<file path="config.mk">
export PLATFORM = sky130hd
export DESIGN_NAME = alu_exec_flat
export DESIGN_NICKNAME = d
export VERILOG_FILES = /design/src/rtl/alu_exec_pkg.sv /design/src/rtl/alu_exec_if.sv /design/src/rtl/alu_exec_core.sv /design/src/rtl/alu_exec.sv /design/src/flat_wrapper.sv
export SDC_FILE = /design/constraint.sdc
export NUM_CORES = 1
export LEC_CHECK = 0
export CORE_UTILIZATION = 40
export DETAILED_ROUTE_END_ITERATION = 8
export PLACE_DENSITY_LB_ADDON = 0.12
export SYNTH_ARGS = -nofsm -noshare
export SYNTH_HDL_FRONTEND = slang
export SYNTH_SLANG_ARGS = --single-unit
export TNS_END_PERCENT = 30
</file>
<file path="constraint.sdc">
create_clock -name clk -period 2.72 [get_ports clk]
set_input_delay 0.816 -clock clk [delete_from_list [all_inputs] [get_ports clk]]
set_output_delay 0.816 -clock clk [all_outputs]
set_load 0.02 [all_outputs]
</file>
<file path="src/rtl/alu_exec_pkg.sv">
// ============================================================================
//  Module      : alu_exec_pkg
//  Description : Shared widths and op-code encoding for the ALU execution
//                stage (same encoding as the RS / decoder op field).
//  Revision    : 1.0 - initial release
// ============================================================================
`default_nettype none

package alu_exec_pkg;

  // Default widths for the execution datapath
  localparam int XLEN_DEF       = 32;
  localparam int INS_W_DEF      = 6;
  localparam int ROB_W_DEF      = 4;
  localparam int FIFO_DEPTH_DEF = 4;

  // Op codes; 0 and 2 are not ALU ops and produce a zero result
  localparam logic [INS_W_DEF-1:0] OP_LUI   = 6'd1;
  localparam logic [INS_W_DEF-1:0] OP_JALR  = 6'd3;
  localparam logic [INS_W_DEF-1:0] OP_BEQ   = 6'd4;
  localparam logic [INS_W_DEF-1:0] OP_BNE   = 6'd5;
  localparam logic [INS_W_DEF-1:0] OP_BLT   = 6'd6;
  localparam logic [INS_W_DEF-1:0] OP_BGE   = 6'd7;
  localparam logic [INS_W_DEF-1:0] OP_BLTU  = 6'd8;
  localparam logic [INS_W_DEF-1:0] OP_BGEU  = 6'd9;
  localparam logic [INS_W_DEF-1:0] OP_ADDI  = 6'd10;
  localparam logic [INS_W_DEF-1:0] OP_SLTI  = 6'd11;
  localparam logic [INS_W_DEF-1:0] OP_SLTIU = 6'd12;
  localparam logic [INS_W_DEF-1:0] OP_XORI  = 6'd13;
  localparam logic [INS_W_DEF-1:0] OP_ORI   = 6'd14;
  localparam logic [INS_W_DEF-1:0] OP_ANDI  = 6'd15;
  localparam logic [INS_W_DEF-1:0] OP_SLLI  = 6'd16;
  localparam logic [INS_W_DEF-1:0] OP_SRLI  = 6'd17;
  localparam logic [INS_W_DEF-1:0] OP_SRAI  = 6'd18;
  localparam logic [INS_W_DEF-1:0] OP_ADD   = 6'd19;
  localparam logic [INS_W_DEF-1:0] OP_SUB   = 6'd20;
  localparam logic [INS_W_DEF-1:0] OP_SLL   = 6'd21;
  localparam logic [INS_W_DEF-1:0] OP_SLT   = 6'd22;
  localparam logic [INS_W_DEF-1:0] OP_SLTU  = 6'd23;
  localparam logic [INS_W_DEF-1:0] OP_XOR   = 6'd24;
  localparam logic [INS_W_DEF-1:0] OP_SRL   = 6'd25;
  localparam logic [INS_W_DEF-1:0] OP_SRA   = 6'd26;
  localparam logic [INS_W_DEF-1:0] OP_OR    = 6'd27;
  localparam logic [INS_W_DEF-1:0] OP_AND   = 6'd28;

endpackage

`default_nettype wire

</file>
<file path="src/rtl/alu_exec_if.sv">
// ============================================================================
//  Module      : alu_exec_if
//  Description : Issue (RS -> ALU) and result-bus (ALU -> RS/LSB/ROB)
//                signals of the ALU execution stage.
//  Revision    : 1.0 - initial release
// ============================================================================
`default_nettype none

interface alu_exec_if
  import alu_exec_pkg::*;
#(
  parameter int XLEN  = XLEN_DEF,
  parameter int INS_W = INS_W_DEF,
  parameter int ROB_W = ROB_W_DEF
);

  logic             in_valid;
  logic [INS_W-1:0] in_insty;
  logic [XLEN-1:0]  in_val1;
  logic [XLEN-1:0]  in_val2;
  logic [ROB_W-1:0] in_rob_idx;
  logic             in_ready;
  logic             out_valid;
  logic [ROB_W-1:0] out_rob_idx;
  logic [XLEN-1:0]  out_val;
  logic             cdb_grant;

  // Issuer and result consumers
  modport master (
    output in_valid, in_insty, in_val1, in_val2, in_rob_idx, cdb_grant,
    input  in_ready, out_valid, out_rob_idx, out_val
  );

  // ALU execution stage
  modport slave (
    input  in_valid, in_insty, in_val1, in_val2, in_rob_idx, cdb_grant,
    output in_ready, out_valid, out_rob_idx, out_val
  );

endinterface

`default_nettype wire

</file>
<file path="src/rtl/alu_exec_core.sv">
// ============================================================================
//  Module      : alu_core
//  Description : Purely combinational op-code/operands -> result function.
//                Branches return 1 when taken, 0 otherwise.
//  Revision    : 1.0 - initial release
// ============================================================================
`default_nettype none

module alu_core
  import alu_exec_pkg::*;
#(
  parameter int XLEN  = XLEN_DEF,
  parameter int INS_W = INS_W_DEF
) (
  input  logic [INS_W-1:0] insty,
  input  logic [XLEN-1:0]  val1,
  input  logic [XLEN-1:0]  val2,
  output logic [XLEN-1:0]  result
);

  localparam int SH_W = $clog2(XLEN);

  logic [SH_W-1:0] shamt;
  logic [XLEN-1:0] sum;
  logic            lt_s;
  logic            lt_u;
  logic            eq;

  // Shared adder, comparators and shift amount used by several op groups
  always_comb begin
    shamt = val2[SH_W-1:0];
    sum   = val1 + val2;
    lt_s  = $signed(val1) < $signed(val2);
    lt_u  = val1 < val2;
    eq    = (val1 == val2);
  end

  // Op-code decode into the final result; unknown codes give zero
  always_comb begin
    result = '0;
    case (insty)
      OP_ADD, OP_ADDI:   result = sum;
      OP_SUB:            result = val1 - val2;
      OP_AND, OP_ANDI:   result = val1 & val2;
      OP_OR,  OP_ORI:    result = val1 | val2;
      OP_XOR, OP_XORI:   result = val1 ^ val2;
      OP_SLL, OP_SLLI:   result = val1 << shamt;
      OP_SRL, OP_SRLI:   result = val1 >> shamt;
      OP_SRA, OP_SRAI:   result = $unsigned($signed(val1) >>> shamt);
      OP_SLT, OP_SLTI:   result = {{(XLEN-1){1'b0}}, lt_s};
      OP_SLTU, OP_SLTIU: result = {{(XLEN-1){1'b0}}, lt_u};
      OP_BEQ:            result = {{(XLEN-1){1'b0}}, eq};
      OP_BNE:            result = {{(XLEN-1){1'b0}}, ~eq};
      OP_BLT:            result = {{(XLEN-1){1'b0}}, lt_s};
      OP_BGE:            result = {{(XLEN-1){1'b0}}, ~lt_s};
      OP_BLTU:           result = {{(XLEN-1){1'b0}}, lt_u};
      OP_BGEU:           result = {{(XLEN-1){1'b0}}, ~lt_u};
      OP_JALR:           result = sum & ~{{(XLEN-1){1'b0}}, 1'b1};
      OP_LUI:            result = val2;
      default:           result = '0;
    endcase
  end

endmodule

`default_nettype wire

</file>
<file path="src/rtl/alu_exec.sv">
// ============================================================================
//  Module      : alu_exec
//  Description : ALU execution stage. Computes the issued op and queues
//                {rob_idx, result} in a small FIFO whose head is broadcast
//                on the result bus until the consumer grants it.
//  Revision    : 1.0 - initial release
// ============================================================================
`default_nettype none

module alu_exec
  import alu_exec_pkg::*;
#(
  parameter int XLEN       = XLEN_DEF,
  parameter int INS_W      = INS_W_DEF,
  parameter int ROB_W      = ROB_W_DEF,
  parameter int FIFO_DEPTH = FIFO_DEPTH_DEF
) (
  input  logic       clk,
  input  logic       rst_n,
  input  logic       rdy,
  input  logic       jp_wrong,
  alu_exec_if.slave  bus
);

  localparam int PTR_W   = $clog2(FIFO_DEPTH);
  localparam int CNT_W   = PTR_W + 1;
  localparam int ENTRY_W = ROB_W + XLEN;

  logic [PTR_W-1:0] head_q, head_d;
  logic [PTR_W-1:0] tail_q, tail_d;
  logic [CNT_W-1:0] count_q, count_d;
  logic [FIFO_DEPTH-1:0][ENTRY_W-1:0] mem_q, mem_d;

  logic [XLEN-1:0]    alu_result;
  logic [ENTRY_W-1:0] head_entry;
  logic               in_ready;
  logic               out_valid;
  logic               push;
  logic               pop;

  alu_core #(
    .XLEN  (XLEN),
    .INS_W (INS_W)
  ) u_core (
    .insty  (bus.in_insty),
    .val1   (bus.in_val1),
    .val2   (bus.in_val2),
    .result (alu_result)
  );

  // Flags come from the registered count only, so a full queue never
  // accepts even when the head is popped in the same cycle.
  assign in_ready   = (count_q != CNT_W'(FIFO_DEPTH));
  assign out_valid  = (count_q != '0);
  assign push       = rdy & ~jp_wrong & bus.in_valid & in_ready;
  assign pop        = rdy & ~jp_wrong & out_valid & bus.cdb_grant;
  assign head_entry = mem_q[head_q];

  // Head fields are masked while empty so stale storage never shows
  assign bus.in_ready    = in_ready;
  assign bus.out_valid   = out_valid;
  assign bus.out_rob_idx = out_valid ? head_entry[ENTRY_W-1:XLEN] : '0;
  assign bus.out_val     = out_valid ? head_entry[XLEN-1:0] : '0;

  // Next pointers/count; a flush overrides any same-cycle push and pop
  always_comb begin
    head_d  = head_q;
    tail_d  = tail_q;
    count_d = count_q;
    if (rdy) begin
      if (jp_wrong) begin
        head_d  = '0;
        tail_d  = '0;
        count_d = '0;
      end else begin
        if (push) tail_d = tail_q + PTR_W'(1);
        if (pop)  head_d = head_q + PTR_W'(1);
        case ({push, pop})
          2'b10:   count_d = count_q + CNT_W'(1);
          2'b01:   count_d = count_q - CNT_W'(1);
          default: count_d = count_q;
        endcase
      end
    end
  end

  // Next storage contents: write the new entry at the tail on a push
  always_comb begin
    mem_d = mem_q;
    if (push) mem_d[tail_q] = {bus.in_rob_idx, alu_result};
  end

  // Pointer and occupancy registers
  always_ff @(posedge clk or negedge rst_n) begin
    if (!rst_n) begin
      head_q  <= '0;
      tail_q  <= '0;
      count_q <= '0;
    end else begin
      head_q  <= head_d;
      tail_q  <= tail_d;
      count_q <= count_d;
    end
  end

  // Result storage is deliberately left out of reset
  always_ff @(posedge clk) begin
    mem_q <= mem_d;
  end

endmodule

`default_nettype wire

</file>
<file path="src/flat_wrapper.sv">
// flat-port wrapper written by rule: the top's interface ports become plain ports
module alu_exec_flat import alu_exec_pkg::*;
#(
  parameter int XLEN       = XLEN_DEF,
  parameter int INS_W      = INS_W_DEF,
  parameter int ROB_W      = ROB_W_DEF,
  parameter int FIFO_DEPTH = FIFO_DEPTH_DEF
)
  (clk, rst_n, rdy, jp_wrong, bus_in_valid, bus_in_insty, bus_in_val1, bus_in_val2, bus_in_rob_idx, bus_cdb_grant, bus_in_ready, bus_out_valid, bus_out_rob_idx, bus_out_val);
  alu_exec_if #(.XLEN(XLEN), .INS_W(INS_W), .ROB_W(ROB_W)) bus_i ();
  input  logic clk;
  input  logic rst_n;
  input  logic rdy;
  input  logic jp_wrong;
  input wire logic [$bits(bus_i.in_valid)-1:0] bus_in_valid;
  input wire logic [$bits(bus_i.in_insty)-1:0] bus_in_insty;
  input wire logic [$bits(bus_i.in_val1)-1:0] bus_in_val1;
  input wire logic [$bits(bus_i.in_val2)-1:0] bus_in_val2;
  input wire logic [$bits(bus_i.in_rob_idx)-1:0] bus_in_rob_idx;
  input wire logic [$bits(bus_i.cdb_grant)-1:0] bus_cdb_grant;
  output wire logic [$bits(bus_i.in_ready)-1:0] bus_in_ready;
  output wire logic [$bits(bus_i.out_valid)-1:0] bus_out_valid;
  output wire logic [$bits(bus_i.out_rob_idx)-1:0] bus_out_rob_idx;
  output wire logic [$bits(bus_i.out_val)-1:0] bus_out_val;
  assign bus_i.in_valid = bus_in_valid;
  assign bus_i.in_insty = bus_in_insty;
  assign bus_i.in_val1 = bus_in_val1;
  assign bus_i.in_val2 = bus_in_val2;
  assign bus_i.in_rob_idx = bus_in_rob_idx;
  assign bus_i.cdb_grant = bus_cdb_grant;
  assign bus_in_ready = bus_i.in_ready;
  assign bus_out_valid = bus_i.out_valid;
  assign bus_out_rob_idx = bus_i.out_rob_idx;
  assign bus_out_val = bus_i.out_val;
  alu_exec #(.XLEN(XLEN), .INS_W(INS_W), .ROB_W(ROB_W), .FIFO_DEPTH(FIFO_DEPTH)) u_core (.clk(clk), .rst_n(rst_n), .rdy(rdy), .jp_wrong(jp_wrong), .bus(bus_i));
endmodule
</file>
== Word-level counts from Yosys, hierarchy flattened ==
Index checks and enable logic that the tools add are counted.

* Word-level logic and storage cells: 95
* Flip-flop bits (word level): 151

* $add $sub $neg: 6
* Shift-type cells: 3
* Equality and inequality tests: 31
* Multiplexer cells: 14
* Order comparisons: 5
* Reductions and logical operators: 17
* Bitwise logic cells: 12

{| class="wikitable"
|+ Operator list
! kind !! count
|-
| $pmux W32 S16 || 1
|-
| $bwmux W144 || 1
|-
| $eq A6 B5 Y1 const B || 13
|-
| $bmux W36 S2 || 1
|-
| $demux W36 S2 || 1
|-
| $mux W36 || 2
|-
| $lt A32 B32 Y1 || 2
|-
| $eq A6 B4 Y1 const B || 8
|-
| $add A32 B32 Y32 || 1
|-
| $and A32 B32 Y32 || 1
|-
| $eq A32 B32 Y1 || 1
|-
| $mux W32 || 1
|-
| $or A32 B32 Y32 || 1
|-
| $shl A32 B5 Y32 || 1
|-
| $shr A32 B5 Y32 || 1
|-
| $sshr A32 B5 Y32 || 1
|-
| $sub A32 B32 Y32 || 1
|-
| $xor A32 B32 Y32 || 1
|-
| $eq A6 B3 Y1 const B || 4
|-
| $reduce_or A2 Y1 || 7
|-
| $mux W2 || 4
|-
| $eq A6 B1 Y1 const B || 1
|-
| $eq A6 B2 Y1 const B || 1
|-
| $lt A2 B3 Y1 const B || 2
|-
| 17 further kinds || 30
|}

== Logic depth before layout (Yosys ltp) ==
* Depth after elaboration: 7
* Depth in mapped cells: 15

== By module ==
A second synthesis with hierarchy kept.

* Cell total of the unflattened synthesis: 1634
* Area total of the unflattened synthesis: 15650.0 µm²

{| class="wikitable"
|+ By module, submodules not included
! module !! sequential area each (µm²) !! cells an instance !! area each (µm²) !! instances
|-
| alu_core || 0.0 || 1356 || 9730.6 || 1
|-
| alu_exec || 4499.3 || 278 || 5919.4 || 1
|}

== Least setup slack after synthesis ==
No wires, ideal clock.

* Path kind: in2reg
* Start: input bus_in_val2[2]
* End: register u_core.mem_q[103] in the netlist's numbering, data pin
* Buffers on the path: 4
* Data required time: 2.451 ns
* Setup slack: -1.823 ns
* Arrival time: 4.273 ns
* Library setup time: 0.269 ns
* Stages: 15
* Path through: clkbuf_1 -> clkinv_1 -> clkbuf_1 -> buf_1 -> ha_1 -> buf_2 -> o21ai_0 -> nor2_1 -> o41ai_2 -> nor3_1 -> o31a_1 -> a311oi_2 -> o21ai_1 -> a221o_1 -> a211o_1

* Cells in the longest elaborated chain, start to end: 3
* Elaborated cells on any way between the ends: 7

{| class="wikitable"
|+ RTL lines
! what !! line !! source
|-
| start, declared || flat_wrapper.sv:18 || <nowiki>input wire logic [$bits(bus_i.in_val2)-1:0] bus_in_val2;</nowiki>
|-
| $add A32 B32 Y32 (tied with other cells) || alu_exec_core.sv:32 || <nowiki>sum = val1 + val2;</nowiki>
|-
| $pmux W32 S16 (*) || alu_exec_core.sv:41 || <nowiki>case (insty)</nowiki>
|-
| net u_core.alu_result[31] || alu_exec.sv:34 || <nowiki>logic [XLEN-1:0] alu_result;</nowiki>
|-
| $bwmux W144 (*) || alu_exec.sv:90 || <nowiki>if (push) mem_d[tail_q] = {bus.in_rob_idx, alu_result};</nowiki>
|-
| end signal, assigned || alu_exec.sv:108 || <nowiki>mem_q <= mem_d;</nowiki>
|-
| end, declared || alu_exec.sv:32 || <nowiki>logic [FIFO_DEPTH-1:0][ENTRY_W-1:0] mem_q, mem_d;</nowiki>
|}

Mark *: on every way through the listed nets, which the timed path passes. The rest lies on a longest branch.
A chain may end at the register's enable or synchronous reset.

== Worst setup path after layout ==
* Start: input bus_in_val2[1]
* End: register u_core.mem_q[103] in the netlist's numbering, data pin

Same word-level chain as after synthesis.

==> run metrics <==
outcome=finished with violations; failing checks=setup timing; Buffers on Ports=between 100 and 150; first-pass GRT wire length=~96 mm; top-area cell type share of the netlist area=0.295; Post-Synth XOR/XNOR Area=0.00477; CTS Sinks=roughly 150; RSZ-0062 raised after global routing=true; Worst Tran Pin Value=~0.86 ns; drt total wl=around 65 mm; Worst Reg-to-Reg Cells=10; CP Capture Type=flop; Die Y=slightly below 200 um; worst setup path class=in2reg; Routed WL per cell=between 20 and 25 um; Layout fillers=2968; Net Count, Synth=between 1500 and 2000; EDFF count, synth=about 140; number of global-route vias before repair=~16000; Nets=roughly 2400; Setup TNS=-47.40 ns; Worst Path Required=around 2.9 ns; Initial Util=0.410; Hold Path Class=reg2reg; post-synthesis mux area share=0.162; Synth Register Bits=~150; Syn-to-layout area delta=58.5%; final core occ=0.650; number of antenna-violating nets in the routed design=0; clk_skew=about 0.013 ns; r2r setup slk=~0.57 ns; pin count of the biggest net entering global routing=between 60 and 70; CTS buffer count=17; Leak=9.69 nW; WP data arrival=3.58 ns; cell count after synthesis=1575; CP Max Fanout=4; pwr/cell area=~490 nW/um^2; total number of vias=around 16000; CP startpoint kind=input pin; Hold EP=u_core.count_q[1]$_DFFE_PN0P_; Synth Area in Compound Gates=0.231; CTS H-tree depth=4; TritonCTS clock tree=built; core area=around 36000 sq um; Iteration-0 DRC Markers=between 1000 and 1500; Root Driver=clkbuf_16; dpl cells=between 2000 and 3000; VDD IR max=around 0.46 mV; IO Count=approximately 120; clk slew on worst S/H paths=roughly 0.070 ns; setup ws final=-0.701 ns; Ys Warns=0; All-Layer GR Usage=0.341; post-synthesis adder-cell area fraction=0.0910; Die W=just under 200 um; ys async rst share=0.0464; final hold violation count=0; clk buf depth=2; Synth Flop Type=edfxtp_1; die area=37500 sq um; sequential area share after synthesis=0.306; Final period util=1.26; dpl hpwl=50.9 mm; initial antenna violation count=1; Layout Cells excl Fill=between 2000 and 3000; DP Area=between 20000 and 25000 sq um; synth top area cells=edfxtp_1 29%, mux4_2 13%, ha_1 8.7%; Worst Hold Launch=u_core.count_q[1]$_DFFE_PN0P_; syn_area_per_cell=roughly 9.3 sq um; max-slew violations=0; post-synthesis simple-gate area fraction=0.148; largest family of logic cells by synthesized area=compound AO/OA/AOI/OAI gates; grt ovf=0; row cnt=between 60 and 70; worst reg2reg startpoint=u_core.count_q[0]$_DFFE_PN0P_; clk_lat worst skew=0.44 ns; Antenna Cells=0; reg2reg end=u_core.count_q[2]$_DFFE_PN0P_; Unique masters post-synth=83; Slew Limit Headroom=0.426; share of layout cells above drive strength 1=0.492; Pwr Total=approximately 11 mW; TritonRoute pass-1 iters=5; Final setup viols=approximately 150; Design Area, Final=approximately 23000 sq um; pre-CTS WS=-1.82 ns; Max Clock Freq=~0.29 GHz; hold path cells=2; via density per instance=roughly 6.0; max cap viols=0; Hold Slack=slightly above 0.6 ns; fin crit period=3.42 ns; post-synth top area cell=edfxtp_1; RD Place Congestion=about 1.0; DR DRC count=0; mapped cell area=approximately 15000 sq um
layout make-up:
cell class,count,area (sq um),area share
well taps,461,577,0.0248
multi-input cells,1209,11100,0.477
clock buffers,17,425,0.0183
inverters,103,425,0.0183
clock inverters,15,235,0.0101
repair buffers,706,6010,0.258
flip-flops and latches,151,4500,0.193
metal layers:
metal / vias up / GRT usage / part of all wire
met4: 0 / 0.203 / 0.065
met5: - / 0 / 0
met2: 698 / 0.552 / 0.47
met3: 163 / 0.0384 / 0.058
met1: 7794 / 0.440 / 0.41
li1: 7242 / - / -
cell families after synthesis:
kind of cell / Yosys count
buf+inv: 216
compound gates: 494
fa+ha+maj: 105
flops: 151
mux: 133
xor+xnor: 8
simple gates: 468
sequential cells by signal, summed over array words and instances (netlist names):
name            count
u_core.count_q      3
u_core.mem_q      144
u_core.tail_q       2
u_core.head_q       2
critical path, stage by stage:
cell	delay, ns
buf_12	0.09
clkinvlp_4	0.09
ha_4	0.23
buf_4	0.13
buf_6	0.12
nor3_2	0.15
a211o_1	0.23
a21boi_4	0.09
a31oi_4	0.22
a211o_4	0.22
a21oi_4	0.08
o41a_1	0.40
a221o_1	0.37
a211o_1	0.34
what timing repair did:
item	4_1_cts	5_1_grt
gates cloned	1	1
hold buffers	0	0
pin swaps	114	77
hold endpoints to repair	0	0
buffers inserted	48	27
gates resized for setup	502	227
endpoints found under the setup margin	164	165
how the worst max path moves through the flow:
stage | start | to | slack [ns] | cells after the start
floorplan | bus_in_val2[2] | u_core.mem_q[135]$_DFFE_PP_ | -1.08 | 15
global placement | bus_in_val2[24] | u_core.mem_q[0]$_DFFE_PP_ | -1.89 | 14
detailed placement | bus_in_val1[25] | u_core.mem_q[0]$_DFFE_PP_ | -1.82 | 14
CTS | bus_in_val2[1] | u_core.mem_q[103]$_DFFE_PP_ | -0.65 | 13
global route | bus_in_val2[1] | u_core.mem_q[103]$_DFFE_PP_ | -0.73 | 14
finish | bus_in_val2[1] | u_core.mem_q[103]$_DFFE_PP_ | -0.70 | 14
placed cells by master (no fill, tap or decap), drive strengths merged, types with 17 or more instances in the layout:
cell type        n
mux2i           44
edfxtp         144
nor3            31
mux4            83
o211ai          27
a21oi          114
and2            44
nand3           25
a221oi          24
clkbuf          28
nand2          112
inv            108
a211o           21
ha             102
o21bai          17
buf            644
a221o           17
a211oi          19
clkdlybuf4s50   18
o21ai          111
o22ai           20
nor2           178
Yosys cell counts (all sizes together) (7+ instances only):
cell type / n
o2111ai: 9
o221ai: 14
a211o: 21
o21bai: 17
inv: 102
a21boi: 7
mux2i: 44
nand3: 25
o21ai: 111
clkbuf: 76
buf: 37
a21o: 9
nor2b: 11
o211ai: 27
a21oi: 114
mux4: 83
ha: 102
nand2: 112
o22ai: 20
nor3: 31
nand2b: 11
a221oi: 23
o21a: 11
or3: 14
a22oi: 13
a211oi: 19
a221o: 17
nor2: 178
and2: 44
a31oi: 8
edfxtp: 144
dfrtp: 7
nor4: 14
power breakdown:
part           leakage, nW  switching [mW]  internal, mW
clock                0.324            1.01          1.58
sequential            1.40          0.0679          2.74
combinational         7.97            3.12          2.88
(Power assumes the default switching activity.)
